===== config.mk =====
export PLATFORM = sky130hd
export DESIGN_NAME = spm_mem_sched
export DESIGN_NICKNAME = d
export VERILOG_FILES = /design/src/rtl/spm_mem_sched.sv
export SDC_FILE = /design/constraint.sdc
export NUM_CORES = 1
export LEC_CHECK = 0
export ABC_AREA = 0
export BUFFER_PORTS_ARGS = -buffer_cell sky130_fd_sc_hd__buf_2
export CAP_MARGIN = 20
export CELL_PAD_IN_SITES_DETAIL_PLACEMENT = 2
export CELL_PAD_IN_SITES_GLOBAL_PLACEMENT = 2
export CORE_MARGIN = 10
export CORE_UTILIZATION = 24
export DETAILED_ROUTE_END_ITERATION = 10
export PLACE_DENSITY_LB_ADDON = 0.1
export SYNTH_ARGS = -nofsm -noshare
export SYNTH_HDL_FRONTEND = slang
export SYNTH_SLANG_ARGS = --single-unit

===== constraint.sdc =====
create_clock -name clk -period 6.2 [get_ports clk]
set_clock_uncertainty 0.1 [all_clocks]
set_input_delay 0.31 -clock clk [delete_from_list [all_inputs] [get_ports clk]]
set_output_delay 0.31 -clock clk [all_outputs]
set_load 0.02 [all_outputs]

===== src/rtl/spm_mem_sched.sv =====
// Memory request scheduler for the three SpMV fetch streams (VAL/COL/ROW).
// Optional statistics counters: define SPM_SCHED_STATS_EN.
module spm_mem_sched #(
    parameter int ADDR_W  = 40,
    parameter int DATA_W  = 64,
    parameter int MAX_OUT = 4
) (
    input  logic                  clk,
    input  logic                  rst,
    input  logic                  sched_start,
    input  logic                  sched_flush,
    output logic                  sched_busy,
    output logic                  sched_done,
    input  logic [2:0]            ch_req_val,
    input  logic [3*ADDR_W-1:0]   ch_req_addr,
    output logic [2:0]            ch_req_rdy,
    output logic                  mem_req_val,
    input  logic                  mem_req_rdy,
    output logic [5:0]            mem_req_transid,
    output logic [ADDR_W-1:0]     mem_req_addr,
    input  logic                  mem_resp_val,
    input  logic [5:0]            mem_resp_transid,
    input  logic [DATA_W-1:0]     mem_resp_data,
    output logic [2:0]            ch_resp_val,
    output logic [3:0]            ch_resp_seq,
`ifdef SPM_SCHED_STATS_EN
    output logic [31:0]           stat_req_cnt,
    output logic [31:0]           stat_stall_cnt,
`endif
    output logic [DATA_W-1:0]     ch_resp_data
);

    typedef enum logic [1:0] {
        IDLE,
        RUN,
        DRAIN
    } state_t;

    localparam logic [3:0] MAXC = 4'(MAX_OUT);

    state_t              state;
    state_t              state_nx;
    logic [3:0]          credit [3];
    logic [3:0]          seq [3];
    logic [1:0]          ptr;
    logic                rv;
    logic [ADDR_W-1:0]   raddr;
    logic [5:0]          rtid;

    logic                can_load;
    logic                gany;
    logic [1:0]          gidx;
    logic [2:0]          s;
    logic [2:0]          elig;
    logic [2:0]          grant;
    logic [2:0]          hit;
    logic [ADDR_W-1:0]   gaddr;
    logic [3:0]          gseq;
    logic                all_zero;

    assign mem_req_val     = rv;
    assign mem_req_addr    = raddr;
    assign mem_req_transid = rtid;
    assign sched_busy      = (state != IDLE);
    assign can_load        = !rv || mem_req_rdy;
    assign all_zero        = (credit[0] == 4'd0) && (credit[1] == 4'd0)
                           && (credit[2] == 4'd0);

    always_comb begin
        elig = 3'b000;
        for (int i = 0; i < 3; i++) begin
            elig[i] = (state == RUN) && ch_req_val[i] && (credit[i] < MAXC);
        end
    end

    // Search order starts at the RR pointer and wraps VAL->COL->ROW.
    always_comb begin
        gany = 1'b0;
        gidx = 2'd0;
        s    = 3'd0;
        for (int k = 0; k < 3; k++) begin
            s = {1'b0, ptr} + 3'(k);
            if (s >= 3'd3) s = s - 3'd3;
            if (!gany && elig[s[1:0]]) begin
                gany = 1'b1;
                gidx = s[1:0];
            end
        end
    end

    always_comb begin
        grant = 3'b000;
        gaddr = '0;
        gseq  = 4'd0;
        if (gany && can_load) grant = 3'b001 << gidx;
        for (int i = 0; i < 3; i++) begin
            if (gidx == 2'(i)) begin
                gaddr = ch_req_addr[i*ADDR_W +: ADDR_W];
                gseq  = seq[i];
            end
        end
    end

    assign ch_req_rdy = grant;

    // Responses to streams with no credit (e.g. stale after reset) are dropped.
    always_comb begin
        hit = 3'b000;
        for (int i = 0; i < 3; i++) begin
            hit[i] = mem_resp_val && (mem_resp_transid[5:4] == 2'(i))
                   && (credit[i] != 4'd0);
        end
    end

    assign ch_resp_val  = hit;
    assign ch_resp_seq  = (|hit) ? mem_resp_transid[3:0] : 4'd0;
    assign ch_resp_data = (|hit) ? mem_resp_data : '0;

    always_comb begin
        state_nx   = state;
        sched_done = 1'b0;
        unique case (state)
            IDLE:  if (sched_start) state_nx = RUN;
            RUN:   if (sched_flush) state_nx = DRAIN;
            DRAIN: begin
                if (all_zero) begin
                    state_nx   = IDLE;
                    sched_done = 1'b1;
                end
            end
            default: state_nx = IDLE;
        endcase
    end

    always_ff @(posedge clk) begin
        if (rst) begin
            state <= IDLE;
            ptr   <= 2'd0;
            rv    <= 1'b0;
            raddr <= '0;
            rtid  <= 6'd0;
            for (int i = 0; i < 3; i++) begin
                credit[i] <= 4'd0;
                seq[i]    <= 4'd0;
            end
        end else begin
            state <= state_nx;
            if (|grant) begin
                rv    <= 1'b1;
                raddr <= gaddr;
                rtid  <= {gidx, gseq};
                ptr   <= (gidx == 2'd2) ? 2'd0 : gidx + 2'd1;
            end else if (mem_req_rdy) begin
                rv <= 1'b0;
            end
            for (int i = 0; i < 3; i++) begin
                if (grant[i]) seq[i] <= seq[i] + 4'd1;
                if (grant[i] && !hit[i]) credit[i] <= credit[i] + 4'd1;
                else if (!grant[i] && hit[i]) credit[i] <= credit[i] - 4'd1;
            end
        end
    end

`ifdef SPM_SCHED_STATS_EN
    always_ff @(posedge clk) begin
        if (rst || (state == IDLE && sched_start)) begin
            stat_req_cnt   <= 32'd0;
            stat_stall_cnt <= 32'd0;
        end else begin
            if (rv && mem_req_rdy && !(&stat_req_cnt))
                stat_req_cnt <= stat_req_cnt + 32'd1;
            if (rv && !mem_req_rdy && !(&stat_stall_cnt))
                stat_stall_cnt <= stat_stall_cnt + 32'd1;
        end
    end
`endif

endmodule


==> summary.md, run 1 <==
| Metric | Value |
|---|---|
| Status | finished, final reports clean |
| Leading area contributor after synthesis | dfxtp_1 |
| Routed Antenna Nets | 0 |
| CP max-delay cell | and4_1 |
| Setup crit start kind | register |
| Fin. max-slew vios | 0 |
| Synth-to-layout area growth | 42.3% |
| IO Count | 322 |
| Root Driver | clkbuf_16 |
| Overall Global Routing Usage | 0.196 |
| Die Wd | 165 um |
| Worst skew pair latency | 340 ps |
| Register area share after synthesis | 0.345 |
| Post-CTS resize count | 0 |
| IO buf count | 321 |
| Worst-path fanout max | 25 |
| CTS Buffer Depth | 2 |
| Async SR Flop Fraction | 0 |
| Avg Vias per Cell | 5.03 |
| Cells after synthesis | 617 |
| Starting density of the core | 0.247 |
| Critical path type | register to register |
| CTS sink cnt | 75 |
| First-pass GRT wire length | 41.1 mm |
| Post-synthesis cell area | 0.00505 mm^2 |
| RSZ-0062 raised after global routing | no |
| Comb pwr share | 0.354 |
| Minimum clock period | 4740 ps |
| Average wire per standard cell | 23.5 um |
| Synth Area per Inst | 8.18 um^2 |
| CP Buf/Inv Count | 2 |
| Drt first pass iters | 4 |
| Vias in the first global route | 6778 |
| Hold Path Class | primary input to register |
| Placed inst area | 0.00683 mm^2 |
| Worst hold slack | 174 ps |
| Synth warn | 0 |
| Highest metal used | met5 |
| Critical Path End Type | register |
| Yosys reg bits | 75 |
| Switching Power | 0.681 mW |
| DR WL met3 | 2.46 mm |
| Met2 Routed Length | 14.6 mm |
| Layout cell share with drive strength beyond 1 | 0.401 |
| Post-CTS Setup Bufs | 0 |
| Grt ovf | 0 |
| Library cells used by synthesis | 63 |
| Relative slew slack | 0.296 |
| Synthesized Nets | 830 |
| Main synth FF type | dfxtp_1 |
| Placed cells | 1165 |
| Die Y | 165 um |
| FP Rows | 52 |
| Pint | 1.13 mW |
| # DRC | 0 |
| Worst EP arrival | 4720 ps |
| Leakage power | 3.38 nW |
| Fin. Hold Viols | 0 |
| Endpoints failing setup | 0 |
| # hold bufs at CTS | 0 |
| Pwr Density | 252 mW/mm^2 |
| Net count reported at finish | 1120 |
| Core area | 0.0204 mm^2 |
| Number of antenna violations at the first check in global routing | 11 |
| Post-synth EDFFs | 24 |
| Register share of total power | 0.344 |
| Max-cap violations | 0 |
| Crit-path cells | inv_1, ha_1, or3b_2, nor4bb_1, and4_1, nor2_8, nor2_2, or3_4, inv_2, ha_1, a21o_1, a21oi_1, xnor2_1, xnor2_1, nor2_1 |
| H-Tree Depth | 3 |
| Clock network power share | 0.302 |
| WP data required | 6180 ps |
| Final Non-Filler Cells | 1192 |
| Routed WL | 28.0 mm |
| HPWL after DPL | 22.9 mm |
| Pin count of the biggest net entering global routing | 78 |
| Final worst-path cycle share | 0.764 |
| Total number of vias | 6001 |
| Placer Congestion | 0.943 |
| Switching Fraction | 0.377 |
| Worst-margin pin slew | 1060 ps |
| Worst vdd ir | 0.130 mV |
| Num CTS Buffers | 9 |
| Area share of the largest cell type after synthesis | 0.202 |
| Overall die area | 0.0272 mm^2 |
| Fmax | 211 MHz |
| Largest cells by area after synthesis | dfxtp_1 20%, edfxtp_1 14%, nor2b_1 8.7% |
| Worst-path clk slew | 70 ps |
| Met1 WL | 10.3 mm |
| Finished Cell Area | 0.00718 mm^2 |
| Iter 0 DRT Violations | 255 |
| Setup TNS | 0 ps |
| CTS tree | yes |
| CP peak stage delay | 930 ps |
| Top cell family by delay on the critical path | simple AND/OR/NAND/NOR gates |
## layer usage
metal | global-route usage | vias to the layer above
li1 | - | 2834
met5 | 0 | -
met3 | 0.0707 | 31
met1 | 0.204 | 2911
met4 | 0.0813 | 2
met2 | 0.350 | 223
## cell type report
type / instances / area [um^2]
Clock inverter: 4 / 28.8
Timing Repair Buffer: 331 / 1690
Antenna cell: 10 / 25.0
Clock buffer: 12 / 279
Fill cell: 2464 / 13200
Sequential cell: 75 / 1740
Multi-Input combinational cell: 475 / 3020
Inverter: 15 / 56.3
Tap cell: 270 / 338
## Yosys cell counts (2+ instances only)
cell type,instances
o21ai_0,27
o211ai_1,14
o21a_1,2
edfxtp_1,24
and2_1,5
inv_1,14
buf_4,2
and3_1,7
dfxtp_1,51
nor2b_1,70
a21o_1,5
clkbuf_1,37
nand2b_1,8
fa_1,2
or3b_2,3
a21oi_1,72
nor4_1,3
nand3_1,31
nand4_1,7
ha_1,12
buf_6,2
a211oi_1,6
or3_4,2
nor4b_1,2
nor3_1,9
a221o_1,4
xnor2_1,8
buf_2,10
and4_1,2
or2_2,3
o22a_1,12
a311oi_1,24
nor2_1,65
nor4bb_1,5
a31oi_1,5
o31a_1,4
nand2_1,23
xor2_1,7
nor3b_1,4
## placed cells by master (no fill, tap or decap), types with 8 or more instances in the layout
| cell type | n |
|---|---|
| buf_2 | 321 |
| a21oi_1 | 72 |
| nor2b_1 | 70 |
| nor2_1 | 65 |
| dfxtp_1 | 51 |
| nand3_1 | 31 |
| o21ai_0 | 27 |
| a311oi_1 | 24 |
| edfxtp_1 | 24 |
| nand2_1 | 23 |
| inv_1 | 14 |
| o211ai_1 | 14 |
| o22a_1 | 12 |
| ha_1 | 12 |
| clkbuf_16 | 11 |
| diode_2 | 10 |
| buf_4 | 9 |
| nand2b_1 | 8 |
| nor3_1 | 8 |
| xnor2_1 | 8 |
## logic make-up after synthesis
| kind of cell | count (synthesis) | share of synthesized area |
|---|---|---|
| AO/OA/AOI/OAI | 186 | 0.247 |
| adder cells (fa/ha/maj) | 14 | 0.0377 |
| flip-flops | 75 | 0.345 |
| buffers and inverters | 67 | 0.0568 |
| multiplexers | 1 | 0.00198 |
| AND/OR/NAND/NOR | 259 | 0.285 |
| XOR/XNOR | 15 | 0.0260 |
## power groups by stage
stage	logic [mW]	registers, mW	clock network [mW]
5_1_grt	0.710	0.632	0.587
3_3_place_gp	0.626	0.629	0
4_1_cts	0.652	0.624	0.566
6_report	0.640	0.623	0.547
3_5_place_dp	0.648	0.634	0
2_1_floorplan	0.354	0.667	0
## stage by stage
| stage | utilization | power (mW) | setup WS [ps] |
|---|---|---|---|
| after floorplan | - | 1.02 | 2340 |
| after global placement | 0.335 | 1.25 | 1710 |
| after detailed placement | 0.335 | 1.28 | 1500 |
| after CTS | 0.350 | 1.84 | 1470 |
| after global routing | 0.352 | 1.93 | 1210 |
| final | 0.352 | 1.81 | 1460 |
## flip-flops by register name (all words and copies together) (netlist names)
register and count:
mem_req_val 1, mem_req_transid 6, credit 12, seq 12
ptr 2, state 2, mem_req_addr 40
## worst reg2reg max path, cell delays in order (launching register included)
cell	delay (ps)
dfxtp_1	360
inv_1	70
ha_1	430
or3b_2	510
nor4bb_1	460
and4_1	930
nor2_8	160
nor2_2	250
or3_4	180
inv_2	50
ha_1	260
a21o_1	180
a21oi_1	180
xnor2_1	150
xnor2_1	140
nor2_1	60
## worst paths after layout
check | to | from | slack, ps | cells after the start
hold reg to reg | mem_req_addr[37] | mem_req_addr[37] | 350 | 2
setup reg to reg | credit[1][3] | ptr[0] | 1460 | 15
hold / removal | state[0] | sched_start | 170 | 3
setup / recovery | credit[1][3] | ptr[0] | 1460 | 15
Note: power is estimated with default switching activity, not from simulation.
==> run 2: changes to the inputs <==
- CORE_UTILIZATION: 24 -> 20
- clock period: 6.2 -> 3.9 ns (I/O delays scaled with it)
==> summary.md, run 2 (synthesis results as in run 1) <==
| Metric | Value |
|---|---|
| Starting density of the core | 0.202 (-0.0454) |
| Status | finished, final reports clean |
| FILL cells | 2924 (+19%) |
| Avg Vias per Cell | 4.79 (-4.9%) |
| RSZ-0062 raised after global routing | yes |
| H-Tree Depth | 3 (unchanged) |
| Fmax | 267 MHz (+27%) |
| Leakage power | 3.47 nW (+2.7%) |
| Placer Congestion | 0.883 (-6.4%) |
| CTS sink cnt | 75 (unchanged) |
| Routed WL | 29.6 mm (+6.0%) |
| FP Rows | 58 (+12%) |
| Setup crit start kind | register |
| Fin. Hold Viols | 0 (unchanged) |
| Max-cap violations | 0 (unchanged) |
| Die Wd | 179 um (+8.4%) |
| IO Count | 322 (unchanged) |
| Final worst-path cycle share | 0.959 (+0.195) |
| Final Non-Filler Cells | 1264 (+6.0%) |
| Die Y | 179 um (+8.4%) |
| First-pass GRT wire length | 43.3 mm (+5.3%) |
| Worst skew pair latency | 340 ps (about the same) |
| Placed inst area | 0.00702 mm^2 (+2.7%) |
| Critical Path End Type | register |
| Most frequent cells in the layout | 321 x buf_2, 71 x a21oi_1, 70 x nor2b_1 |
| Worst-path fanout max | 4 (-84%) |
| Tot Pwr | 2.95 mW (+63%) |
| Net count reported at finish | 1137 (+1.5%) |
| Final core utilization | 0.297 (-0.0548) |
| Num CTS Buffers | 9 (unchanged) |
| Finished Cell Area | 0.00743 mm^2 (+3.4%) |
| Grt ovf | 0 (unchanged) |
| Max reg flops | 40 (unchanged) |
| Synth-to-layout area growth | 47.2% |
| Overall Global Routing Usage | 0.177 (-0.0198) |
| IO buf count | 321 (unchanged) |
| Worst EP arrival | 3720 ps (-1000 ps) |
| Endpoints failing setup | 0 (unchanged) |
| Multi-input logic area | 0.00306 mm^2 (+1.2%) |
| Critical path type | register to register |
| Drt first pass iters | 4 (unchanged) |
| Hold Path Class | primary input to register |
| Worst-margin pin slew | 846 ps (-211 ps) |
| Commonest non-fill, non-tap cell in the layout | buf_2 |
| CTS tree | yes |
| Register area | 0.00174 mm^2 (about the same) |
| Iter 0 DRT Violations | 205 (-20%) |
| Average wire per standard cell | 23.5 um (about the same) |
| Worst slack at placement | 94.7 ps (-1410 ps) |
| Minimum clock period | 3740 ps (-997 ps) |
| Core area | 0.0250 mm^2 (+23%) |
| HPWL after DPL | 24.0 mm (+5.1%) |
| Root Driver | clkbuf_16 |
| Placed cells | 1238 (+6.3%) |
| Overall die area | 0.0320 mm^2 (+17%) |
| Pin count of the biggest net entering global routing | 78 (unchanged) |
| Pwr Density | 397 mW/mm^2 (+58%) |
| CTS Buffer Depth | 2 (unchanged) |
| Relative slew slack | 0.436 (+0.141) |
| Vias in the first global route | 6772 (-0.089%) |
| Setup ws final | 160 ps (-1300 ps) |
| Routed Antenna Nets | 0 (unchanged) |
| WP data required | 3880 ps (-2300 ps) |
| Total number of vias | 6054 (+0.88%) |
| Fin. max-slew vios | 0 (unchanged) |
| # DRC | 0 (unchanged) |
| Worst vdd ir | 0.189 mV (+45%) |
| Number of antenna violations at the first check in global routing | 10 (-1) |
| Layout cell share with drive strength beyond 1 | 0.419 (+0.0174) |
| Worst hold slack | 62.3 ps (-112 ps) |
| Setup TNS | 0 ps (unchanged) |
| Worst-path clk slew | 60 ps (about the same) |
## run 2: final timing paths
kind                                  startpoint               end  slack (ps)  depth (start not counted)
worst max-delay path                      ptr[1]      credit[1][3]         160                         15
worst min-delay path                 sched_start          state[0]          60                          3
worst max register to register            ptr[1]      credit[1][3]         160                         15
worst min register to register  mem_req_addr[37]  mem_req_addr[37]         360                          2
## run 2: critical path: stages, from the launching register on
cell	delay [ps]
dfxtp_2	350
inv_1	60
ha_1	200
or4b_4	570
or3_4	370
and3_2	250
nor2_8	120
nor2_2	50
or3_4	380
inv_2	100
ha_1	230
a21o_1	200
a21oi_2	150
xnor2_1	140
xnor2_1	150
nor2_1	60
## run 2: what timing repair did
action | in CTS | in global routing
setup endpoints to repair | 0 | 22
hold buffers | 1 | 0
setup buffers | 0 | 4
resized for setup | 0 | 11
endpoints found under the hold margin | 1 | 0
## run 2: report_power, final
group          switching, mW  internal (mW)  leakage, nW
registers             0.0818          0.914        0.665
logic                  0.660          0.394         2.65
clock network          0.351          0.551        0.156
## run 2: metal layers
metal	track usage	up-vias	wire length (um)
met4	0.0369	8	221
met5	0	-	48
met1	0.188	2952	11100
li1	-	2846	-
met2	0.319	228	15500
met3	0.0739	20	2840
## run 2: cell type report
cell class,instances,area share
Antenna cell,5,0.00168
Inverter,15,0.00758
Multi-Input combinational cell,475,0.412
Sequential cell,75,0.235
Clock buffer,15,0.0419
Tap cell,330,0.0556
Clock inverter,1,0.00118
Timing Repair Buffer,348,0.246
